<file path="config.mk">
export PLATFORM = sky130hd
export DESIGN_NAME = am2901_microseq
export DESIGN_NICKNAME = d
export VERILOG_FILES = /design/src/rtl/am2901_microseq.sv
export SDC_FILE = /design/constraint.sdc
export NUM_CORES = 1
export LEC_CHECK = 0
export ABC_CLOCK_PERIOD_IN_PS = 4300
export BUFFER_PORTS_ARGS = -buffer_cell sky130_fd_sc_hd__buf_2
export CAP_MARGIN = 20
export CORE_UTILIZATION = 30
export DETAILED_ROUTE_END_ITERATION = 6
export HOLD_SLACK_MARGIN = 0.1
export SLEW_MARGIN = 10
export SYNTH_ARGS = -nofsm -noshare
export SYNTH_HDL_FRONTEND = slang
export SYNTH_SLANG_ARGS = --single-unit
</file>
<file path="constraint.sdc">
create_clock -name clk -period 4.3 [get_ports clk]
set_clock_uncertainty 0.15 [all_clocks]
set_input_delay 0.645 -clock clk [delete_from_list [all_inputs] [get_ports clk]]
set_output_delay 0.645 -clock clk [all_outputs]
set_load 0.01 [all_outputs]
</file>
<file path="src/rtl/am2901_microseq.sv">
// Microprogram sequencer for an Am2901 datapath: 2910-style next-address logic,
// a one-word pipeline register, a call/return stack and a loop counter.
module am2901_microseq #(
    parameter  int ADDR_W      = 8,
    parameter  int STACK_DEPTH = 4,
    parameter  int CNT_W       = 8,
    localparam int UW          = ADDR_W + 27,
    localparam int SP_W        = $clog2(STACK_DEPTH + 1)
) (
    input  logic              clk,
    input  logic              reset_n,
    input  logic              start,
    input  logic [ADDR_W-1:0] start_addr,
    output logic [ADDR_W-1:0] uaddr,
    input  logic [UW-1:0]     uword,
    input  logic              z,
    input  logic              ovr,
    input  logic              cn4,
    input  logic              f3,
    output logic [8:0]        i,
    output logic [3:0]        a,
    output logic [3:0]        b,
    output logic [3:0]        d,
    output logic              busy,
    output logic              done,
    output logic              stack_err,
    output logic [1:0]        dbg_state,
    output logic [SP_W-1:0]   dbg_sp,
    output logic [CNT_W-1:0]  dbg_cnt
);

    localparam int IDX_W = (STACK_DEPTH > 1) ? $clog2(STACK_DEPTH) : 1;

    localparam logic [2:0] SEQ_CONT  = 3'd0;
    localparam logic [2:0] SEQ_JMP   = 3'd1;
    localparam logic [2:0] SEQ_JCOND = 3'd2;
    localparam logic [2:0] SEQ_CALL  = 3'd3;
    localparam logic [2:0] SEQ_RET   = 3'd4;
    localparam logic [2:0] SEQ_LDCNT = 3'd5;
    localparam logic [2:0] SEQ_RPCT  = 3'd6;
    localparam logic [2:0] SEQ_HALT  = 3'd7;

    localparam logic [UW-1:0] NOP_WORD = {{(ADDR_W + 6){1'b0}}, 9'b001_000_000, 12'h000};

    typedef enum logic [1:0] {
        ST_IDLE = 2'd0,
        ST_RUN  = 2'd1,
        ST_DONE = 2'd2
    } state_t;

    state_t              state, state_next;
    logic [UW-1:0]       pipe;
    logic [ADDR_W-1:0]   upc;
    logic [SP_W-1:0]     sp;
    logic [CNT_W-1:0]    cnt;
    logic [ADDR_W-1:0]   stack_mem [STACK_DEPTH];

    logic [2:0]          seq;
    logic [1:0]          cond;
    logic                pol;
    logic [ADDR_W-1:0]   br;
    logic                flag;
    logic                test;
    logic [SP_W-1:0]     sp_dec;
    logic [ADDR_W-1:0]   top;
    logic                stack_full;
    logic                stack_empty;

    logic                push;
    logic                pop;
    logic                cnt_load;
    logic                cnt_dec;
    logic                err_set;
    logic                accept;

    assign seq         = pipe[UW-1:UW-3];
    assign cond        = pipe[UW-4:UW-5];
    assign pol         = pipe[UW-6];
    assign br          = pipe[ADDR_W+20:21];
    assign i           = pipe[20:12];
    assign a           = pipe[11:8];
    assign b           = pipe[7:4];
    assign d           = pipe[3:0];

    assign sp_dec      = sp - SP_W'(1);
    assign top         = stack_mem[sp_dec[IDX_W-1:0]];
    assign stack_full  = (sp == SP_W'(STACK_DEPTH));
    assign stack_empty = (sp == '0);

    assign busy        = (state == ST_RUN);
    assign done        = (state == ST_DONE);
    assign dbg_state   = state;
    assign dbg_sp      = sp;
    assign dbg_cnt     = cnt;

    // Start handshake: start is a one-cycle request with no ready; it is
    // accepted only when the FSM is in IDLE or DONE and silently dropped in RUN.
    assign accept      = start && (state != ST_RUN);

    always_comb begin
        case (cond)
            2'd0:    flag = z;
            2'd1:    flag = ovr;
            2'd2:    flag = cn4;
            default: flag = f3;
        endcase
        test = flag ^ pol;
    end

    // Next-address logic: flags arrive combinationally for the word in the pipe
    always_comb begin
        state_next = state;
        uaddr      = start_addr;
        push       = 1'b0;
        pop        = 1'b0;
        cnt_load   = 1'b0;
        cnt_dec    = 1'b0;
        err_set    = 1'b0;
        case (state)
            ST_IDLE, ST_DONE: begin
                if (accept) state_next = ST_RUN;
            end
            ST_RUN: begin
                uaddr = upc;
                case (seq)
                    SEQ_JMP:   uaddr = br;
                    SEQ_JCOND: uaddr = test ? br : upc;
                    SEQ_CALL: begin
                        uaddr = br;
                        if (stack_full) err_set = 1'b1;
                        else            push    = 1'b1;
                    end
                    SEQ_RET: begin
                        if (stack_empty) begin
                            err_set = 1'b1;
                        end else begin
                            uaddr = top;
                            pop   = 1'b1;
                        end
                    end
                    SEQ_LDCNT: cnt_load = 1'b1;
                    SEQ_RPCT: begin
                        if (cnt != '0) begin
                            uaddr   = br;
                            cnt_dec = 1'b1;
                        end
                    end
                    SEQ_HALT:  state_next = ST_DONE;
                    default:   uaddr = upc;
                endcase
            end
            default: state_next = ST_IDLE;
        endcase
    end

    always_ff @(posedge clk or negedge reset_n) begin
        if (!reset_n) begin
            state     <= ST_IDLE;
            pipe      <= NOP_WORD;
            upc       <= '0;
            sp        <= '0;
            cnt       <= '0;
            stack_err <= 1'b0;
        end else begin
            state <= state_next;
            if (state == ST_RUN) begin
                pipe <= (seq == SEQ_HALT) ? NOP_WORD : uword;
                upc  <= uaddr + ADDR_W'(1);
                if (push)     sp        <= sp + SP_W'(1);
                if (pop)      sp        <= sp_dec;
                if (cnt_load) cnt       <= br[CNT_W-1:0];
                if (cnt_dec)  cnt       <= cnt - CNT_W'(1);
                if (err_set)  stack_err <= 1'b1;
            end else if (accept) begin
                pipe      <= uword;
                upc       <= uaddr + ADDR_W'(1);
                stack_err <= 1'b0;
            end
        end
    end

    // Stack contents survive start; only sp is reset
    always_ff @(posedge clk) begin
        if (push) stack_mem[sp[IDX_W-1:0]] <= upc;
    end

endmodule

</file>
==> reports/qor.txt <==
CP max-delay cell: a31oi_1
Pleak: 2.18 nW
Layout area overhead: 19.5%
CP Cell Sequence: inv_1 -> ha_1 -> or3b_4 -> o311a_4 -> nor3_4 -> a221oi_1 -> a31oi_1 -> buf_2
Hold-fix buffers, CTS: 0
Port Buffers: 94
Post-DR wirelength/cell: 16.7 um
Post-synth EDFFs: 32
Chip height: 121 um
Min-delay worst type: primary input to async pin
Syn avg cell area: 12.1 sq um
Ys async rst share: 64.0%
Total power: 3.88 mW
Worst-margin pin slew: 1.00 ns
Worst setup EP type: output pin
WP data arrival: 2.93 ns
Worst-case clock buffer depth: 2
R2r startpoint: dbg_cnt[0]$_DFFE_PN0P_
Most common library cell in the layout ignoring fill and taps: buf_2
CTS tree: yes
Fin crit share: 86.6%
ANT nets after route: 0
Total track usage: 14.7%
DP Wirelength: 7310 um
Power Density: 766 nW/um^2
Fin. max-slew vios: 0
Status: finished, final reports clean
CTS Buf Count: 9
Worst-path maximum fanout: 8
DRC violations left: 0
CP bufs+invs: 2
# nets final: 479
Vias in the first global route: 3100
Yosys cell types: 49
Core footprint: 13800 sq um
CP peak stage delay: 0.43 ns
Crit path kind: register to output pin
Yosys Warn Count: 0
Seq/Total Area, Yosys: 56.3%
R2R depth: 11
Final WL: 10100 um
Worst vdd ir: 0.271 mV
Flop-to-flop setup slack: 0.90 ns
Post-CTS sizing: 0
Hold Slack: 0.288 ns
Antenna violations before repair: 0
Depth of the CTS H-tree: 3
Critical path's top delay family: compound AO/OA/AOI/OAI gates
Max Fclk: 0.269 GHz
Num ports: 95
Setup Viol. Count Final: 0
Top FF cell, synth: dfrtp_1
Drt first pass iters: 5
Setup bufs post-CTS: 0
Startpoint types: register
Initial Utilization: 30.7%
Required @ worst endpoint: 3.50 ns
Largest net degree at the start of global routing: 58
Worst-path clk slew: 0.07 ns
Tmin final: 3.72 ns
CTS Sinks: 89
Commonest cells after routing, fill and taps aside: buf_2 (94), dfrtp_1 (56), a22o_1 (33)
Clk_lat worst skew: 0.34 ns
Max-cap violation count: 0
First-pass GRT wire length: 16400 um
Fraction of layout cells with a size suffix above 1: 31.9%
Slew headroom: 33.1%
Syn Inst Count: 350
RSZ-0062 raised after global routing: false
Vias post-DR: 3067
Die Wd: 121 um
Vias per cell: 5.05
Antenna diode count: 0
Aggregate global routing overflow: 0
Total die area: 14600 sq um
Net Count, Synth: 407
Final Hold Fails: 0
Netlist Area Pre-Place: 4240 sq um
Reg2reg end: upc[4]$_DFFE_PN0P_
CTS Root Cell: clkbuf_16
GPL Wtd Cong: 0.948
Synth Register Bits: 89
Post-Route Setup TNS: 0 ns
First DRT Iteration DRCs: 202
Site row count: 43
==> kinds of logic (layout without fill, tap and decap cells) <==
kind of cell	after synthesis	count (layout)	share of synthesized area, %
DFF	89	89	56.3
xor gates and xnor gates	6	6	1.24
adders and majority gates	7	7	2.07
muxes	12	12	5.22
AOI/OAI and AO/OA	91	91	17.9
and+or+nand+nor	93	93	10.8
buffers and inverters	52	129	6.49
==> Yosys cell counts (2+ instances only) <==
cell type | count | area share [%]
dfrtp_1 | 56 | 33
a22o_1 | 33 | 6.8
edfxtp_1 | 32 | 23
nand2_1 | 25 | 2.2
nor2_1 | 23 | 2.0
buf_4 | 21 | 3.7
o21ai_0 | 17 | 2.0
nand3_1 | 15 | 1.8
clkbuf_1 | 14 | 1.2
inv_1 | 13 | 1.2
a21oi_1 | 8 | 0.94
mux4_2 | 8 | 4.3
a221oi_1 | 7 | 1.4
a31oi_1 | 7 | 1.0
ha_1 | 7 | 2.1
nor3_1 | 6 | 0.71
nand2b_1 | 5 | 0.74
a221o_1 | 4 | 0.94
a31oi_4 | 4 | 2.0
and2_1 | 4 | 0.59
xnor2_1 | 4 | 0.83
buf_1 | 3 | 0.27
mux2i_1 | 3 | 0.71
nand4_1 | 2 | 0.30
nor2b_1 | 2 | 0.30
nor4_1 | 2 | 0.30
or3_1 | 2 | 0.30
xor2_1 | 2 | 0.41
==> worst max-delay path by stage <==
stage / cells past startpoint / end / from / slack [ns]
finish: 8 / uaddr[0] / dbg_cnt[0]$_DFFE_PN0P_ / 0.58
global route: 8 / uaddr[0] / dbg_cnt[0]$_DFFE_PN0P_ / 0.35
CTS: 8 / uaddr[0] / dbg_cnt[0]$_DFFE_PN0P_ / 0.59
detailed placement: 9 / uaddr[6] / ovr / 0.91
global placement: 9 / uaddr[6] / ovr / 0.96
floorplan: 10 / upc[6]$_DFFE_PN0P_ / dbg_sp[0]$_DFFE_PN0P_ / 0.87
==> per-stage QoR <==
step | instances | util, % | setup slack, ns | cell area, sq um
3_5_place_dp | 590 | 34.4 | 0.913 | 4760
3_3_place_gp | 590 | 34.4 | 0.955 | 4760
6_report | 607 | 36.6 | 0.578 | 5060
2_1_floorplan | 350 | - | 0.871 | 4240
4_1_cts | 606 | 36.6 | 0.593 | 5060
5_1_grt | 607 | 36.6 | 0.353 | 5060
==> flip-flops by register name (all words and copies together), names as in the netlist <==
register	count
pipe	35
stack_mem	32
dbg_cnt	8
upc	8
dbg_sp	3
dbg_state	2
stack_err	1
==> worst reg2reg max path, cell delays in order, from the launching register on <==
cell and delay (ns):
dfrtp_1 0.40, inv_1 0.08, ha_1 0.18, or3b_4 0.42, o311a_4 0.39, nor3_4 0.32, a221oi_1 0.15, a31oi_1 0.43
ha_1 0.33, nand3_1 0.14, xor2_1 0.16, o21ai_0 0.16
==> metal layers <==
layer	vias to the layer above	wire length, um	GRT usage (%)
met5	-	0	0
met4	0	203	6.33
met3	12	452	3.10
met2	89	4850	23.8
met1	1526	4630	19.1
li1	1440	-	-
==> power breakdown <==
part	switching, mW	total [mW]	internal (mW)
sequential	0.249	1.42	1.17
combinational	0.981	1.68	0.701
clock	0.369	0.778	0.409
total	1.60	3.88	2.28
==> cell type report <==
type,instances,area [sq um]
multi-input combinational,209,1590
timing repair buffer,100,515
tap,180,225
fill,1370,8760
clock buffer,9,225
clock inverter,7,71.3
sequential,89,2390
inverter,13,48.8
Power figures use the tool's default switching activity.
